==> config.mk <==
export PLATFORM = sky130hd
export DESIGN_NAME = bcd_seq_conv
export DESIGN_NICKNAME = d
export VERILOG_FILES = /design/src/rtl/bcd_pkg.sv /design/src/rtl/bcd_digit_adj.sv /design/src/rtl/bcd_seq_conv.sv
export SDC_FILE = /design/constraint.sdc
export NUM_CORES = 1
export LEC_CHECK = 0
export ABC_AREA = 1
export ABC_CLOCK_PERIOD_IN_PS = 1600
export CAP_MARGIN = 0
export CORE_ASPECT_RATIO = 0.9
export CORE_MARGIN = 4
export CORE_UTILIZATION = 53
export CTS_CLUSTER_SIZE = 28
export DETAILED_ROUTE_END_ITERATION = 8
export PLACE_DENSITY_LB_ADDON = 0.05
export SETUP_SLACK_MARGIN = 0.15
export SLEW_MARGIN = 10
export SYNTH_ARGS = -nofsm -noshare
export SYNTH_HDL_FRONTEND = slang
export SYNTH_SLANG_ARGS = --single-unit
==> constraint.sdc <==
create_clock -name clk_i -period 1.6 [get_ports clk_i]
set_clock_uncertainty 0.05 [all_clocks]
set_input_delay 0.32 -clock clk_i [delete_from_list [all_inputs] [get_ports clk_i]]
set_output_delay 0.32 -clock clk_i [all_outputs]
set_load 0.05 [all_outputs]
==> src/rtl/bcd_pkg.sv <==
// Shared types and elaboration helpers for the sequential binary-to-BCD converter.
package bcd_pkg;

    typedef enum logic [1:0] {IDLE, SHIFT, FINISH} state_t;

    localparam logic [3:0] BCD_BLANK = 4'hF;

    function automatic logic [31:0] pow10(input int n);
        logic [31:0] r;
        r = 32'd1;
        for (int i = 0; i < n; i++) r = r * 32'd10;
        return r;
    endfunction

    function automatic int clog2(input int v);
        int r;
        r = 0;
        for (int i = 0; i < 31; i++) if ((1 << i) < v) r = i + 1;
        return r;
    endfunction

endpackage

==> src/rtl/bcd_digit_adj.sv <==
// Double-dabble digit correction: add 3 to a BCD digit that is 5 or more.
module bcd_digit_adj (
    input  logic [3:0] d_i,
    output logic [3:0] d_o
);

    assign d_o = (d_i >= 4'd5) ? d_i + 4'd3 : d_i;

endmodule

==> src/rtl/bcd_seq_conv.sv <==
// Sequential shift-add-3 binary-to-BCD converter, one input bit per clock,
// with start/done handshake, overflow forcing and leading-zero blank mask.
module bcd_seq_conv
    import bcd_pkg::*;
#(
    parameter int BIN_W  = 8,
    parameter int DIGITS = 3
) (
    input  logic                  clk_i,
    input  logic                  rst_i,
    input  logic                  start_i,
    input  logic [BIN_W-1:0]      binary_i,
    output logic                  busy_o,
    output logic                  done_o,
    output logic [4*DIGITS-1:0]   bcd_o,
    output logic                  overflow_o,
    output logic [DIGITS-1:0]     lz_mask_o
);

    localparam int BCD_W = 4 * DIGITS;
    localparam int CNT_W = clog2(BIN_W + 1);
    localparam int CMP_W = (BIN_W > 21) ? BIN_W : 21;
    localparam logic [CMP_W-1:0] OVF_LIMIT = CMP_W'(pow10(DIGITS));

    state_t                 state_q, state_d;
    logic [BIN_W-1:0]       sh_q, sh_d;
    logic [BCD_W-1:0]       acc_q, acc_d;
    logic [CNT_W-1:0]       cnt_q, cnt_d;
    logic                   ovf_q, ovf_d;
    logic                   done_q, done_d;
    logic [BCD_W-1:0]       bcd_q, bcd_d;
    logic                   ovfo_q, ovfo_d;
    logic [DIGITS-1:0]      lz_q, lz_d;
    logic [BCD_W-1:0]       acc_adj;
    logic [BCD_W+BIN_W-1:0] shifted;

    // Digit i is a leading zero when it and every digit above it are zero.
    function automatic logic [DIGITS-1:0] lz_of(input logic [BCD_W-1:0] d);
        logic [DIGITS-1:0] m;
        logic              run;
        m   = '0;
        run = 1'b1;
        for (int i = DIGITS - 1; i >= 1; i--) begin
            run  = run & (d[4*i +: 4] == 4'd0);
            m[i] = run;
        end
        return m;
    endfunction

    function automatic logic [BCD_W-1:0] blank_fill();
        return {DIGITS{BCD_BLANK}};
    endfunction

    for (genvar g = 0; g < DIGITS; g++) begin : g_adj
        bcd_digit_adj u_adj (
            .d_i (acc_q[4*g +: 4]),
            .d_o (acc_adj[4*g +: 4])
        );
    end

    assign shifted = {acc_adj, sh_q} << 1;

    always_comb begin
        state_d = state_q;
        sh_d    = sh_q;
        acc_d   = acc_q;
        cnt_d   = cnt_q;
        ovf_d   = ovf_q;
        done_d  = 1'b0;
        bcd_d   = bcd_q;
        ovfo_d  = ovfo_q;
        lz_d    = lz_q;
        case (state_q)
            IDLE: begin
                if (start_i) begin
                    sh_d    = binary_i;
                    acc_d   = '0;
                    cnt_d   = CNT_W'(BIN_W);
                    ovf_d   = (CMP_W'(binary_i) >= OVF_LIMIT);
                    state_d = SHIFT;
                end
            end
            SHIFT: begin
                acc_d = shifted[BIN_W +: BCD_W];
                sh_d  = shifted[BIN_W-1:0];
                cnt_d = cnt_q - CNT_W'(1);
                if (cnt_q == CNT_W'(1)) state_d = FINISH;
            end
            FINISH: begin
                done_d  = 1'b1;
                state_d = IDLE;
                if (ovf_q) begin
                    bcd_d  = blank_fill();
                    ovfo_d = 1'b1;
                    lz_d   = '0;
                end else begin
                    bcd_d  = acc_q;
                    ovfo_d = 1'b0;
                    lz_d   = lz_of(acc_q);
                end
            end
            default: state_d = IDLE;
        endcase
    end

    always_ff @(posedge clk_i) begin
        if (rst_i) begin
            state_q <= IDLE;
            cnt_q   <= '0;
            ovf_q   <= 1'b0;
            done_q  <= 1'b0;
            bcd_q   <= '0;
            ovfo_q  <= 1'b0;
            lz_q    <= '0;
        end else begin
            state_q <= state_d;
            cnt_q   <= cnt_d;
            ovf_q   <= ovf_d;
            done_q  <= done_d;
            bcd_q   <= bcd_d;
            ovfo_q  <= ovfo_d;
            lz_q    <= lz_d;
        end
    end

    // Working registers carry no reset; they are always reloaded on start.
    always_ff @(posedge clk_i) begin
        sh_q  <= sh_d;
        acc_q <= acc_d;
    end

    assign busy_o     = (state_q != IDLE);
    assign done_o     = done_q;
    assign bcd_o      = bcd_q;
    assign overflow_o = ovfo_q;
    assign lz_mask_o  = lz_q;

endmodule

==> flow_summary.html, run 1 <==
<table>
<tr><th>Metric</th><th>Value</th></tr>
<tr><th colspan="2">Global routing</th></tr>
<tr><td>Via count of the first global-routing pass</td><td>1342</td></tr>
<tr><td>Largest net degree at the start of global routing</td><td>22</td></tr>
<tr><td>First-pass GRT wire length</td><td>6168 microns</td></tr>
<tr><td>Total overflow reported by the global router</td><td>0</td></tr>
<tr><td>All-Layer GR Usage</td><td>17.68%</td></tr>
<tr><td>Antenna violations before repair</td><td>0</td></tr>
<tr><th colspan="2">STA</th></tr>
<tr><td>Fin. Hold Viols</td><td>0</td></tr>
<tr><td>Sum of negative setup slack</td><td>0 ns</td></tr>
<tr><td>Setup-failing EPs final</td><td>0</td></tr>
<tr><td>Maximum clock frequency</td><td>711.1 MHz</td></tr>
<tr><td>Final min period</td><td>1.406 ns</td></tr>
<tr><td>Total count of max-transition violations in the final report</td><td>0</td></tr>
<tr><td>Portion of the clock cycle consumed by the worst path in the final layout</td><td>87.89%</td></tr>
<tr><td>Setup repair after global routing missed its margin</td><td>true</td></tr>
<tr><th colspan="2">Drt</th></tr>
<tr><td>Post-route DRC</td><td>0</td></tr>
<tr><td>Final ANT Viol Nets</td><td>0</td></tr>
<tr><td>Total wirelength of the detailed-routed design</td><td>3895 microns</td></tr>
<tr><td>Post-detailed-route via-to-cell ratio</td><td>5.013</td></tr>
<tr><td>Total iterations of the first detailed-routing run</td><td>5</td></tr>
<tr><td>Initial drt markers</td><td>136</td></tr>
<tr><td>Vias after detailed routing</td><td>1529</td></tr>
<tr><td>Post-detailed-route wirelength per cell</td><td>about 13 microns</td></tr>
<tr><th colspan="2">Synth</th></tr>
<tr><td>Multiplexer share of the synthesized area</td><td>0%</td></tr>
<tr><td>Number of flops mapped to enable cells by yosys</td><td>20</td></tr>
<tr><td>Number of standard cells after synthesis</td><td>222</td></tr>
<tr><td>Synthesized-area fraction occupied by xor and xnor cells</td><td>0%</td></tr>
<tr><td>Avg Inst Size Synth</td><td>8.674 sq um</td></tr>
<tr><td>Sequential area share after synthesis</td><td>53.02%</td></tr>
<tr><td>Predominant post-synthesis flop cell</td><td>sky130_fd_sc_hd__dfxtp_1</td></tr>
<tr><td>Post-synthesis share of cell area spent on and, or, nand and nor gates</td><td>19.56%</td></tr>
<tr><td>Synth Area in Adders</td><td>5.848%</td></tr>
<tr><td>Top-count cell post-synth</td><td>sky130_fd_sc_hd__nand2_1</td></tr>
<tr><td>Synth Area in Compound Gates</td><td>11.83%</td></tr>
<tr><td>Post-synthesis cell type with the largest combined area</td><td>sky130_fd_sc_hd__edfxtp_1</td></tr>
<tr><td>Largest cells by area after synthesis</td><td>sky130_fd_sc_hd__edfxtp_1 31%, sky130_fd_sc_hd__dfxtp_1 22%, sky130_fd_sc_hd__nand2_1 9.4%</td></tr>
<tr><td>Commonest cells in the netlist</td><td>48 x sky130_fd_sc_hd__nand2_1, 35 x sky130_fd_sc_hd__nor2_1, 24 x sky130_fd_sc_hd__inv_1, 21 x sky130_fd_sc_hd__dfxtp_1, 20 x sky130_fd_sc_hd__edfxtp_1</td></tr>
<tr><td>Register bit count reported by yosys</td><td>41</td></tr>
<tr><td>Count of warnings emitted by yosys</td><td>0</td></tr>
<tr><td>Dominant combinational cell family by area after synthesis</td><td>simple AND/OR/NAND/NOR gates</td></tr>
<tr><td>Post-synth ARST share</td><td>0%</td></tr>
<tr><td>Count of cell types in the netlist</td><td>24</td></tr>
<tr><td>Mapped Area</td><td>between 1500 and 2000 sq um</td></tr>
<tr><td>Portion of synthesized cell area occupied by the leading cell type</td><td>31.19%</td></tr>
<tr><th colspan="2">Clock network</th></tr>
<tr><td>Clock network latency to the later pin of the worst-skew pair</td><td>0.30 ns</td></tr>
<tr><td>Clock tree from TritonCTS</td><td>built</td></tr>
<tr><td>TritonCTS Sinks</td><td>41</td></tr>
<tr><td>Clock-pin slew on the worst setup and hold paths</td><td>0.08 ns</td></tr>
<tr><td>Max Root-Sink Buffers</td><td>2</td></tr>
<tr><td>Num CTS Buffers</td><td>5</td></tr>
<tr><td>Library cell used as clock root buffer</td><td>sky130_fd_sc_hd__clkbuf_8</td></tr>
<tr><td>Number of levels the H-tree was split into</td><td>2</td></tr>
<tr><th colspan="2">Place</th></tr>
<tr><td># port buffers</td><td>26</td></tr>
<tr><td>DP Wirelength</td><td>2599 microns</td></tr>
<tr><td>Weighted congestion at the end of routability-driven global placement</td><td>0.7805</td></tr>
<tr><th colspan="2">Finish</th></tr>
<tr><td>Number of antenna diodes</td><td>0</td></tr>
<tr><td>Total of fill cells in the finished design</td><td>232</td></tr>
<tr><td>Area growth from synthesis to final layout</td><td>36.39%</td></tr>
<tr><td>Share of layout cells above drive strength 1</td><td>between 20% and 30%</td></tr>
<tr><td>Final design utilization</td><td>between 70 and 80%</td></tr>
<tr><td>Fin nets</td><td>280</td></tr>
<tr><th colspan="2">Run</th></tr>
<tr><td>Number of max-cap violations</td><td>0</td></tr>
<tr><th colspan="2">Die</th></tr>
<tr><td>I/O Pins</td><td>29</td></tr>
<tr><td>Core Footprint</td><td>3428 sq um</td></tr>
<tr><td>Die Area</td><td>4663 sq um</td></tr>
<tr><td>Die span in x</td><td>71.54 microns</td></tr>
<tr><td>Standard-cell row count</td><td>20</td></tr>
<tr><td>Height of the die</td><td>65.18 microns</td></tr>
<tr><td>Effective utilization at floorplan</td><td>56.17%</td></tr>
<tr><th colspan="2">Power</th></tr>
<tr><td>Power per cell area</td><td>between 1000 and 1500 nW/um^2</td></tr>
<tr><td>Leakage power of the design</td><td>0.001112 uW</td></tr>
<tr><td>Worst-case vdd ir drop</td><td>roughly 0.00059 V</td></tr>
<tr><th colspan="2">Worst setup path</th></tr>
<tr><td>CP max FO</td><td>4</td></tr>
<tr><td>Worst setup SP type</td><td>flip-flop</td></tr>
<tr><td>Flop-to-flop setup slack</td><td>about 0.19 ns</td></tr>
<tr><td>Req. time, crit path</td><td>1.60 ns</td></tr>
<tr><td>Type of the worst setup path</td><td>reg -&gt; reg</td></tr>
<tr><td>Data arrival time of the worst path</td><td>1.41 ns</td></tr>
<tr><td>Crit. End Element</td><td>flip-flop</td></tr>
<tr><th colspan="2">Status</th></tr>
<tr><td>Status</td><td>completed</td></tr>
<tr><th colspan="2">Min path</th></tr>
<tr><td>Worst hold path class</td><td>reg -&gt; reg</td></tr>
</table>
==> cells by family (layout without fill, tap and decap cells) <==
group	Yosys count	after routing
adders and majority gates	9	9
AOI/OAI and AO/OA	41	41
other	1	2
and+or+nand+nor	94	94
DFF	41	41
buffers and inverters	36	74
==> report_power, final <==
part | internal, uW | switching (uW)
Combinational | 260 | 363
Clock | 461 | 354
Sequential | 1220 | 73.9
Total | 1940 | 791
==> routing by layer <==
metal  vias to the layer above  GRT usage [%]  wire length [microns]
li1                        783              -                      -
met1                       700          22.80                   1738
met2                        42          26.49                   1856
met3                         4          6.116                    247
met4                         0          8.451                     53
met5                         -              0                      0
==> layout by cell type, fill, tap and decap left out, types with 2 or more instances in the layout <==
cell type                         count
sky130_fd_sc_hd__nor3b_1              2
sky130_fd_sc_hd__o21ai_1             12
sky130_fd_sc_hd__ha_1                 7
sky130_fd_sc_hd__dfxtp_1             21
sky130_fd_sc_hd__clkbuf_8             5
sky130_fd_sc_hd__nor2_2               5
sky130_fd_sc_hd__conb_1               2
sky130_fd_sc_hd__nor2_4               2
sky130_fd_sc_hd__nor2_1              29
sky130_fd_sc_hd__clkdlybuf4s50_1     10
sky130_fd_sc_hd__nand2_1             44
sky130_fd_sc_hd__a21oi_2              3
sky130_fd_sc_hd__o21ai_2              3
sky130_fd_sc_hd__inv_1               16
sky130_fd_sc_hd__edfxtp_1            20
sky130_fd_sc_hd__nand3_4              2
sky130_fd_sc_hd__a21oi_1             12
sky130_fd_sc_hd__nand2_2              6
sky130_fd_sc_hd__buf_4               11
sky130_fd_sc_hd__o21ai_0              9
sky130_fd_sc_hd__inv_2               11
sky130_fd_sc_hd__buf_12              17
==> registers in the layout, summed over array words and instances (netlist names) <==
name / cells
sh_q: 8
cnt_q: 4
done_o: 1
state_q: 2
lz_mask_o: 2
bcd_o: 12
acc_q: 12
==> critical path, stage by stage, from the launching register on <==
cell and delay, ns:
sky130_fd_sc_hd__edfxtp_1 0.40, sky130_fd_sc_hd__inv_1 0.09, sky130_fd_sc_hd__ha_2 0.22, sky130_fd_sc_hd__nor2_4 0.16, sky130_fd_sc_hd__nor2_4 0.05, sky130_fd_sc_hd__o21ai_1 0.12, sky130_fd_sc_hd__nor2_1 0.06
==> area by class of cell <==
class,instances,area [sq um],share of cell area [%]
clock buffers,6,72.57,2.763
clock inverters,2,33.78,1.286
multi-input cells,146,813.3,30.97
well taps,44,55.05,2.096
repair buffers,38,523.0,19.91
inverters,28,107.6,4.097
flip-flops and latches,41,1021,38.88
==> through the flow <==
stage	setup slack [ns]	instances	hold slack, ns	area [sq um]	power [uW]
2_1_floorplan	0.2331	223	0.3391	1929	1646
3_3_place_gp	0.1239	292	0.4167	2394	1810
3_5_place_dp	0.1067	292	0.4198	2394	1826
4_1_cts	0.1499	301	0.4373	2515	2653
5_1_grt	0.08812	305	0.4605	2626	2887
6_report	0.1938	305	0.4327	2626	2735
==> final timing paths <==
check        cells after the start                    from                     end
max                              6  acc_q[8]$_SDFFCE_PN0P_  acc_q[9]$_SDFFCE_PN0P_
min                              1   cnt_q[0]$_SDFFE_PP0P_   cnt_q[0]$_SDFFE_PP0P_
max reg2reg                      6  acc_q[8]$_SDFFCE_PN0P_  acc_q[9]$_SDFFCE_PN0P_
min reg2reg                      1   cnt_q[0]$_SDFFE_PP0P_   cnt_q[0]$_SDFFE_PP0P_
==> timing repair <==
| action | 4_1_cts | 5_1_grt |
|---|---|---|
| setup buffers | 1 | 4 |
| hold buffers | 0 | 0 |
| setup endpoints to repair | 6 | 9 |
| resized for setup | 6 | 31 |
| pin swaps | 0 | 6 |
Note: power is estimated with default switching activity, not from simulation.
==> run 2: changes to the inputs <==
--- a/config.mk
+++ b/config.mk
@@ -10,9 +10,10 @@
 export CAP_MARGIN = 0
 export CORE_ASPECT_RATIO = 0.9
 export CORE_MARGIN = 4
-export CORE_UTILIZATION = 53
+export CORE_UTILIZATION = 55
 export CTS_CLUSTER_SIZE = 28
 export DETAILED_ROUTE_END_ITERATION = 8
+export DONT_BUFFER_PORTS = 1
 export PLACE_DENSITY_LB_ADDON = 0.05
 export SETUP_SLACK_MARGIN = 0.15
 export SLEW_MARGIN = 10
==> flow_summary.html, run 2 (synthesized netlist as in run 1, its figures left out) <==
<table>
<tr><th>Metric</th><th>Value</th></tr>
<tr><th colspan="2">Status</th></tr>
<tr><td>Status</td><td>completed</td></tr>
<tr><th colspan="2">STA</th></tr>
<tr><td>Setup-failing EPs final</td><td>0</td></tr>
<tr><td>Slew @ Worst Pin</td><td>0.5559 ns</td></tr>
<tr><td>Portion of the clock cycle consumed by the worst path in the final layout</td><td>between 80% and 90%</td></tr>
<tr><td>Setup repair after global routing missed its margin</td><td>false</td></tr>
<tr><td>Remaining max-slew budget at the tightest pin</td><td>62.89%</td></tr>
<tr><td>Maximum clock frequency</td><td>709.8 MHz</td></tr>
<tr><td>Final min period</td><td>1.409 ns</td></tr>
<tr><td>Sum of negative setup slack</td><td>0 ns</td></tr>
<tr><td>Fin. Hold Viols</td><td>0</td></tr>
<tr><td>Total count of max-transition violations in the final report</td><td>0</td></tr>
<tr><th colspan="2">Place</th></tr>
<tr><td>DP Wirelength</td><td>2453 microns</td></tr>
<tr><td>Inst Count DP</td><td>approximately 260</td></tr>
<tr><td>Weighted congestion at the end of routability-driven global placement</td><td>0.8473</td></tr>
<tr><td># port buffers</td><td>0</td></tr>
<tr><th colspan="2">Die</th></tr>
<tr><td>Core Footprint</td><td>3378 sq um</td></tr>
<tr><td>Height of the die</td><td>64.14 microns</td></tr>
<tr><td>Die Area</td><td>approximately 4500 sq um</td></tr>
<tr><td>Die span in x</td><td>between 70 and 80 microns</td></tr>
<tr><td>Standard-cell row count</td><td>20</td></tr>
<tr><td>Effective utilization at floorplan</td><td>57.00%</td></tr>
<tr><td>I/O Pins</td><td>29</td></tr>
<tr><th colspan="2">Clock network</th></tr>
<tr><td>Clock-pin slew on the worst setup and hold paths</td><td>0.08 ns</td></tr>
<tr><td>Library cell used as clock root buffer</td><td>sky130_fd_sc_hd__clkbuf_8</td></tr>
<tr><td>Clock network latency to the later pin of the worst-skew pair</td><td>0.29 ns</td></tr>
<tr><td>TritonCTS Sinks</td><td>41</td></tr>
<tr><td>Clock tree from TritonCTS</td><td>built</td></tr>
<tr><td>Max Root-Sink Buffers</td><td>2</td></tr>
<tr><td>Number of levels the H-tree was split into</td><td>2</td></tr>
<tr><td>Num CTS Buffers</td><td>5</td></tr>
<tr><th colspan="2">Worst setup path</th></tr>
<tr><td>Type of the worst setup path</td><td>reg -&gt; reg</td></tr>
<tr><td>Crit path cell chain</td><td>inv_2 &gt; ha_4 &gt; inv_2 &gt; nand2_4 &gt; nand3_4 &gt; o21ai_2 &gt; nor2_1</td></tr>
<tr><td>CP max FO</td><td>4</td></tr>
<tr><td>Depth of the worst register-to-register path</td><td>7</td></tr>
<tr><td>Req. time, crit path</td><td>1.60 ns</td></tr>
<tr><td>Max stage delay cell, worst path</td><td>sky130_fd_sc_hd__edfxtp_1</td></tr>
<tr><td>Crit. End Element</td><td>flip-flop</td></tr>
<tr><td>Most frequent cell on the critical path</td><td>sky130_fd_sc_hd__inv_2</td></tr>
<tr><td>Delay contributed by the slowest stage of the critical path</td><td>0.46 ns</td></tr>
<tr><td>Worst setup SP type</td><td>flip-flop</td></tr>
<tr><td>Data arrival time of the worst path</td><td>around 1.4 ns</td></tr>
<tr><td>Largest delay contributor family on the critical path</td><td>flip-flops</td></tr>
<tr><td>Worst path buffer plus inverter count</td><td>2</td></tr>
<tr><td>Cell count along the critical path</td><td>7</td></tr>
<tr><th colspan="2">Global routing</th></tr>
<tr><td>All-Layer GR Usage</td><td>between 10% and 20%</td></tr>
<tr><td>Antenna violations before repair</td><td>0</td></tr>
<tr><td>Largest net degree at the start of global routing</td><td>23</td></tr>
<tr><td>First-pass GRT wire length</td><td>6203 microns</td></tr>
<tr><td>Via count of the first global-routing pass</td><td>1375</td></tr>
<tr><td>Total overflow reported by the global router</td><td>0</td></tr>
<tr><th colspan="2">Finish</th></tr>
<tr><td>Final design utilization</td><td>around two thirds</td></tr>
<tr><td>Share of layout cells above drive strength 1</td><td>23.95%</td></tr>
<tr><td>Most common cell after layout, fill and taps aside</td><td>sky130_fd_sc_hd__nand2_1</td></tr>
<tr><td>Area growth from synthesis to final layout</td><td>15.14%</td></tr>
<tr><td>Number of antenna diodes</td><td>0</td></tr>
<tr><td>Multi-input gate area in the final layout</td><td>roughly 800 sq um</td></tr>
<tr><td>Non-filler instance count after layout</td><td>282</td></tr>
<tr><td>Total of fill cells in the finished design</td><td>roughly 270</td></tr>
<tr><td>Seq. cell area</td><td>1021 sq um</td></tr>
<tr><td>Commonest cells after routing, fill and taps aside</td><td>46 x sky130_fd_sc_hd__nand2_1, 33 x sky130_fd_sc_hd__nor2_1, 21 x sky130_fd_sc_hd__dfxtp_1</td></tr>
<tr><td>Fin nets</td><td>approximately 260</td></tr>
<tr><th colspan="2">Drt</th></tr>
<tr><td>Post-route DRC</td><td>0</td></tr>
<tr><td>Total wirelength of the detailed-routed design</td><td>between 3000 and 4000 microns</td></tr>
<tr><td>Total iterations of the first detailed-routing run</td><td>4</td></tr>
<tr><td>Initial drt markers</td><td>92</td></tr>
<tr><td>Vias after detailed routing</td><td>1448</td></tr>
<tr><td>Post-detailed-route via-to-cell ratio</td><td>5.135</td></tr>
<tr><td>Post-detailed-route wirelength per cell</td><td>13.49 microns</td></tr>
<tr><td>Final ANT Viol Nets</td><td>0</td></tr>
<tr><th colspan="2">Run</th></tr>
<tr><td>Number of max-cap violations</td><td>0</td></tr>
<tr><th colspan="2">Power</th></tr>
<tr><td>Design Power</td><td>about 2700 uW</td></tr>
<tr><td>Worst-case vdd ir drop</td><td>0.0006141 V</td></tr>
<tr><td>Switching power</td><td>777.1 uW</td></tr>
<tr><td>Leakage power of the design</td><td>0.0009532 uW</td></tr>
<tr><td>Sequential share of power</td><td>between 40% and 50%</td></tr>
<tr><td>Power per cell area</td><td>about 1200 nW/um^2</td></tr>
<tr><td>Proportion of power drawn by combinational gates</td><td>20.9%</td></tr>
<tr><td>Internal power contribution</td><td>approximately 1900 uW</td></tr>
<tr><td>Clock power frac</td><td>30.2%</td></tr>
<tr><td>Switching share of power</td><td>a little under 30%</td></tr>
<tr><th colspan="2">Min path</th></tr>
<tr><td>Hold Path Stages</td><td>1</td></tr>
<tr><td>Worst hold path class</td><td>in -&gt; reg</td></tr>
</table>
-- run 2: cell type report --
cell class / count / area share [%]
clock buffers: 6 / 3.273
clock inverters: 2 / 1.524
inverters: 28 / 4.853
multi-input cells: 146 / 36.17
flip-flops and latches: 41 / 46.05
well taps: 44 / 2.483
repair buffers: 15 / 5.643
-- run 2: path summary, 6_finish.rpt --
kind                                              from                   endpoint  slack (ns)
worst max-delay path            acc_q[0]$_SDFFCE_PN0P_     acc_q[1]$_SDFFCE_PN0P_        0.19
worst max register to register  acc_q[0]$_SDFFCE_PN0P_     acc_q[1]$_SDFFCE_PN0P_        0.19
worst min-delay path                             rst_i  lz_mask_o[1]$_SDFFE_PP0P_        0.03
worst min register to register   cnt_q[1]$_SDFFE_PP0P_      cnt_q[1]$_SDFFE_PP0P_        0.45
-- run 2: power groups by stage --
stage               Clock, uW  Combinational [uW]  Sequential [uW]
floorplan                   0                 333             1310
global placement            0                 387             1330
detailed placement          0                 410             1330
CTS                       820                 432             1310
global route              873                 632             1330
finish                    809                 560             1310
-- run 2: what timing repair did --
action / 4_1_cts / 5_1_grt
hold buffers: 0 / 0
endpoints found under the setup margin: 7 / 8
buffers inserted: 2 / 10
gates resized for setup: 9 / 25
pin swaps: 0 / 3
-- run 2: layer usage --
metal | share of wire [%] | track usage, %
met1 | 44 | 21.54
met2 | 50 | 28.97
met3 | 5.3 | 5.975
met5 | 0 | 0
met4 | 0.55 | 5.263
-- run 2: per-stage QoR --
stage                     hold slack [ns]  area, sq um  worst slack [ns]
after floorplan                    0.3391         1929            0.2331
after global placement             0.3399         1943            0.1346
after detailed placement           0.3424         1943           0.07747
after CTS                         0.03126         2072            0.1521
after global routing              0.02107         2217            0.1296
final                             0.03214         2217            0.1912
-- run 2: worst register-to-register path, stage by stage (launching register included) --
cell	delay (ns)
sky130_fd_sc_hd__edfxtp_1	0.46
sky130_fd_sc_hd__inv_2	0.14
sky130_fd_sc_hd__ha_4	0.15
sky130_fd_sc_hd__inv_2	0.05
sky130_fd_sc_hd__nand2_4	0.06
sky130_fd_sc_hd__nand3_4	0.09
sky130_fd_sc_hd__o21ai_2	0.13
sky130_fd_sc_hd__nor2_1	0.05
==> run 3: changes to the inputs <==
--- a/config.mk
+++ b/config.mk
@@ -6,7 +6,7 @@
 export NUM_CORES = 1
 export LEC_CHECK = 0
 export ABC_AREA = 1
-export ABC_CLOCK_PERIOD_IN_PS = 1600
+export ABC_CLOCK_PERIOD_IN_PS = 1700
 export CAP_MARGIN = 0
 export CORE_ASPECT_RATIO = 0.9
 export CORE_MARGIN = 4
==> constraint.sdc (replaced) <==
create_clock -name clk_i -period 1.7 [get_ports clk_i]
set_clock_uncertainty 0.05 [all_clocks]
set_input_delay 0.34 -clock clk_i [delete_from_list [all_inputs] [get_ports clk_i]]
set_output_delay 0.34 -clock clk_i [all_outputs]
set_load 0.05 [all_outputs]
==> flow_summary.html, run 3 (synthesized netlist as in run 1, its figures left out) <==
<table>
<tr><th>Metric</th><th>Value</th></tr>
<tr><th colspan="2">Status</th></tr>
<tr><td>Status</td><td>completed</td></tr>
<tr><th colspan="2">Finish</th></tr>
<tr><td>Final design utilization</td><td>60.67%</td></tr>
<tr><td>Area growth from synthesis to final layout</td><td>6.433%</td></tr>
<tr><td>Commonest cells after routing, fill and taps aside</td><td>48 x sky130_fd_sc_hd__nand2_1, 34 x sky130_fd_sc_hd__nor2_1, 21 x sky130_fd_sc_hd__inv_1, 21 x sky130_fd_sc_hd__dfxtp_1, 20 x sky130_fd_sc_hd__edfxtp_1</td></tr>
<tr><td>Share of layout cells above drive strength 1</td><td>13.66%</td></tr>
<tr><td>Fin nets</td><td>about 250</td></tr>
<tr><td>Most common cell after layout, fill and taps aside</td><td>sky130_fd_sc_hd__nand2_1</td></tr>
<tr><td>Number of antenna diodes</td><td>0</td></tr>
<tr><th colspan="2">Clock network</th></tr>
<tr><td>Clock tree from TritonCTS</td><td>built</td></tr>
<tr><td>TritonCTS Sinks</td><td>a little over 40</td></tr>
<tr><td>Post-cts hold buffer count</td><td>0</td></tr>
<tr><td>Clock network latency to the later pin of the worst-skew pair</td><td>0.30 ns</td></tr>
<tr><td>Clock-pin slew on the worst setup and hold paths</td><td>0.08 ns</td></tr>
<tr><td>Max Root-Sink Buffers</td><td>2</td></tr>
<tr><td>Num CTS Buffers</td><td>5</td></tr>
<tr><td>Library cell used as clock root buffer</td><td>sky130_fd_sc_hd__clkbuf_8</td></tr>
<tr><td>Number of levels the H-tree was split into</td><td>2</td></tr>
<tr><th colspan="2">STA</th></tr>
<tr><td>Setup repair after global routing missed its margin</td><td>false</td></tr>
<tr><td>Slew @ Worst Pin</td><td>~0.55 ns</td></tr>
<tr><td>Fin. Hold Viols</td><td>0</td></tr>
<tr><td>Final min period</td><td>1.473 ns</td></tr>
<tr><td>Total count of max-transition violations in the final report</td><td>0</td></tr>
<tr><td>Portion of the clock cycle consumed by the worst path in the final layout</td><td>86.67%</td></tr>
<tr><td>Maximum clock frequency</td><td>just under 700 MHz</td></tr>
<tr><td>Remaining max-slew budget at the tightest pin</td><td>63.49%</td></tr>
<tr><td>Sum of negative setup slack</td><td>0 ns</td></tr>
<tr><td>Setup-failing EPs final</td><td>0</td></tr>
<tr><th colspan="2">Global routing</th></tr>
<tr><td>Largest net degree at the start of global routing</td><td>25</td></tr>
<tr><td>All-Layer GR Usage</td><td>16.56%</td></tr>
<tr><td>First-pass GRT wire length</td><td>5775 microns</td></tr>
<tr><td>Total overflow reported by the global router</td><td>0</td></tr>
<tr><td>Antenna violations before repair</td><td>0</td></tr>
<tr><td>Via count of the first global-routing pass</td><td>between 1k and 1.5k</td></tr>
<tr><th colspan="2">Worst setup path</th></tr>
<tr><td>Crit path cell chain</td><td>nor2_1 &gt; inv_1</td></tr>
<tr><td>Worst setup SP type</td><td>flip-flop</td></tr>
<tr><td>Delay contributed by the slowest stage of the critical path</td><td>0.39 ns</td></tr>
<tr><td>Crit. End Element</td><td>output port</td></tr>
<tr><td>Crit path from</td><td>state_q[0]$_SDFFE_PP0P_</td></tr>
<tr><td>Data arrival time of the worst path</td><td>around 1.1 ns</td></tr>
<tr><td>Type of the worst setup path</td><td>reg -&gt; out</td></tr>
<tr><td>CP max FO</td><td>3</td></tr>
<tr><td>Max stage delay cell, worst path</td><td>sky130_fd_sc_hd__dfxtp_1</td></tr>
<tr><td>Req. time, crit path</td><td>between 1 and 1.5 ns</td></tr>
<tr><td>Launch point of the worst reg-to-reg path</td><td>acc_q[0]$_SDFFCE_PN0P_</td></tr>
<tr><th colspan="2">Die</th></tr>
<tr><td>Height of the die</td><td>64.14 microns</td></tr>
<tr><td>Effective utilization at floorplan</td><td>57.00%</td></tr>
<tr><td>Die span in x</td><td>70.37 microns</td></tr>
<tr><td>Core Footprint</td><td>3378 sq um</td></tr>
<tr><td>I/O Pins</td><td>29</td></tr>
<tr><td>Die Area</td><td>4513 sq um</td></tr>
<tr><td>Standard-cell row count</td><td>20</td></tr>
<tr><th colspan="2">Drt</th></tr>
<tr><td>Total wirelength of the detailed-routed design</td><td>3560 microns</td></tr>
<tr><td>Initial drt markers</td><td>68</td></tr>
<tr><td>Vias after detailed routing</td><td>1386</td></tr>
<tr><td>Post-detailed-route via-to-cell ratio</td><td>between 5 and 6</td></tr>
<tr><td>Post-detailed-route wirelength per cell</td><td>about 13 microns</td></tr>
<tr><td>Post-route DRC</td><td>0</td></tr>
<tr><td>Final ANT Viol Nets</td><td>0</td></tr>
<tr><td>Total iterations of the first detailed-routing run</td><td>4</td></tr>
<tr><th colspan="2">Place</th></tr>
<tr><td># port buffers</td><td>0</td></tr>
<tr><td>Weighted congestion at the end of routability-driven global placement</td><td>0.9052</td></tr>
<tr><td>DP Wirelength</td><td>~2400 microns</td></tr>
<tr><th colspan="2">Power</th></tr>
<tr><td>Leakage power of the design</td><td>0.0008885 uW</td></tr>
<tr><td>Power per cell area</td><td>around 1100 nW/um^2</td></tr>
<tr><td>Worst-case vdd ir drop</td><td>0.0006642 V</td></tr>
<tr><th colspan="2">Min path</th></tr>
<tr><td>Worst hold path class</td><td>in -&gt; reg</td></tr>
<tr><td>Worst hold path startpoint</td><td>rst_i</td></tr>
<tr><th colspan="2">Run</th></tr>
<tr><td>Number of max-cap violations</td><td>0</td></tr>
</table>
[run 3: power breakdown]
| part | switching [uW] | internal [uW] |
|---|---|---|
| combinational | 271 | 132 |
| sequential | 79.6 | 1150 |
| clock | 335 | 283 |
[run 3: area by class of cell]
class / count / area, sq um
Clock buffer: 5 / 68.82
Inverter: 28 / 110.1
Fill cell: 313 / 1329
Clock inverter: 3 / 17.52
Tap cell: 44 / 55.05
Sequential cell: 41 / 1021
Timing Repair Buffer: 4 / 30.03
Multi-Input combinational cell: 146 / 747.0
[run 3: critical path, delay by kind of cell, from the launching register on]
kind          cells  cell delay, ns
simple gates      1            0.08
flops             1            0.39
buf+inv           1            0.32
[run 3: worst paths after layout]
| check | endpoint | slack, ns | cells past startpoint |
|---|---|---|---|
| worst max-delay path | busy_o | 0.23 | 2 |
| worst min-delay path | done_o$_SDFF_PP0_ | 0.05 | 1 |
| worst max register to register | acc_q[2]$_SDFFCE_PN0P_ | 0.23 | 6 |
| worst min register to register | cnt_q[0]$_SDFFE_PP0P_ | 0.45 | 1 |
[run 3: metal layers]
metal	global-route usage, %	wire, microns	up-vias	share of wire, %
met5	0	0	-	0
met4	5.742	44	0	1.2
met3	6.918	170	5	4.8
met2	26.52	1711	26	48
met1	20.06	1633	641	46
li1	-	-	714	-
[run 3: timing repair]
action	in CTS	in global routing
setup endpoints to repair	2	29
resized for setup	1	11
setup buffers	2	2
[run 3: stage by stage]
stage	power [uW]	cells	hold WS [ns]	setup WS [ns]	area, sq um
after floorplan	1549	223	0.3591	0.3331	1929
after global placement	1597	259	0.3623	0.1766	1908
after detailed placement	1616	259	0.3647	0.1498	1908
after CTS	2251	269	0.03580	0.1835	2012
after global routing	2404	271	0.02544	0.1542	2049
final	2252	271	0.04596	0.2266	2049
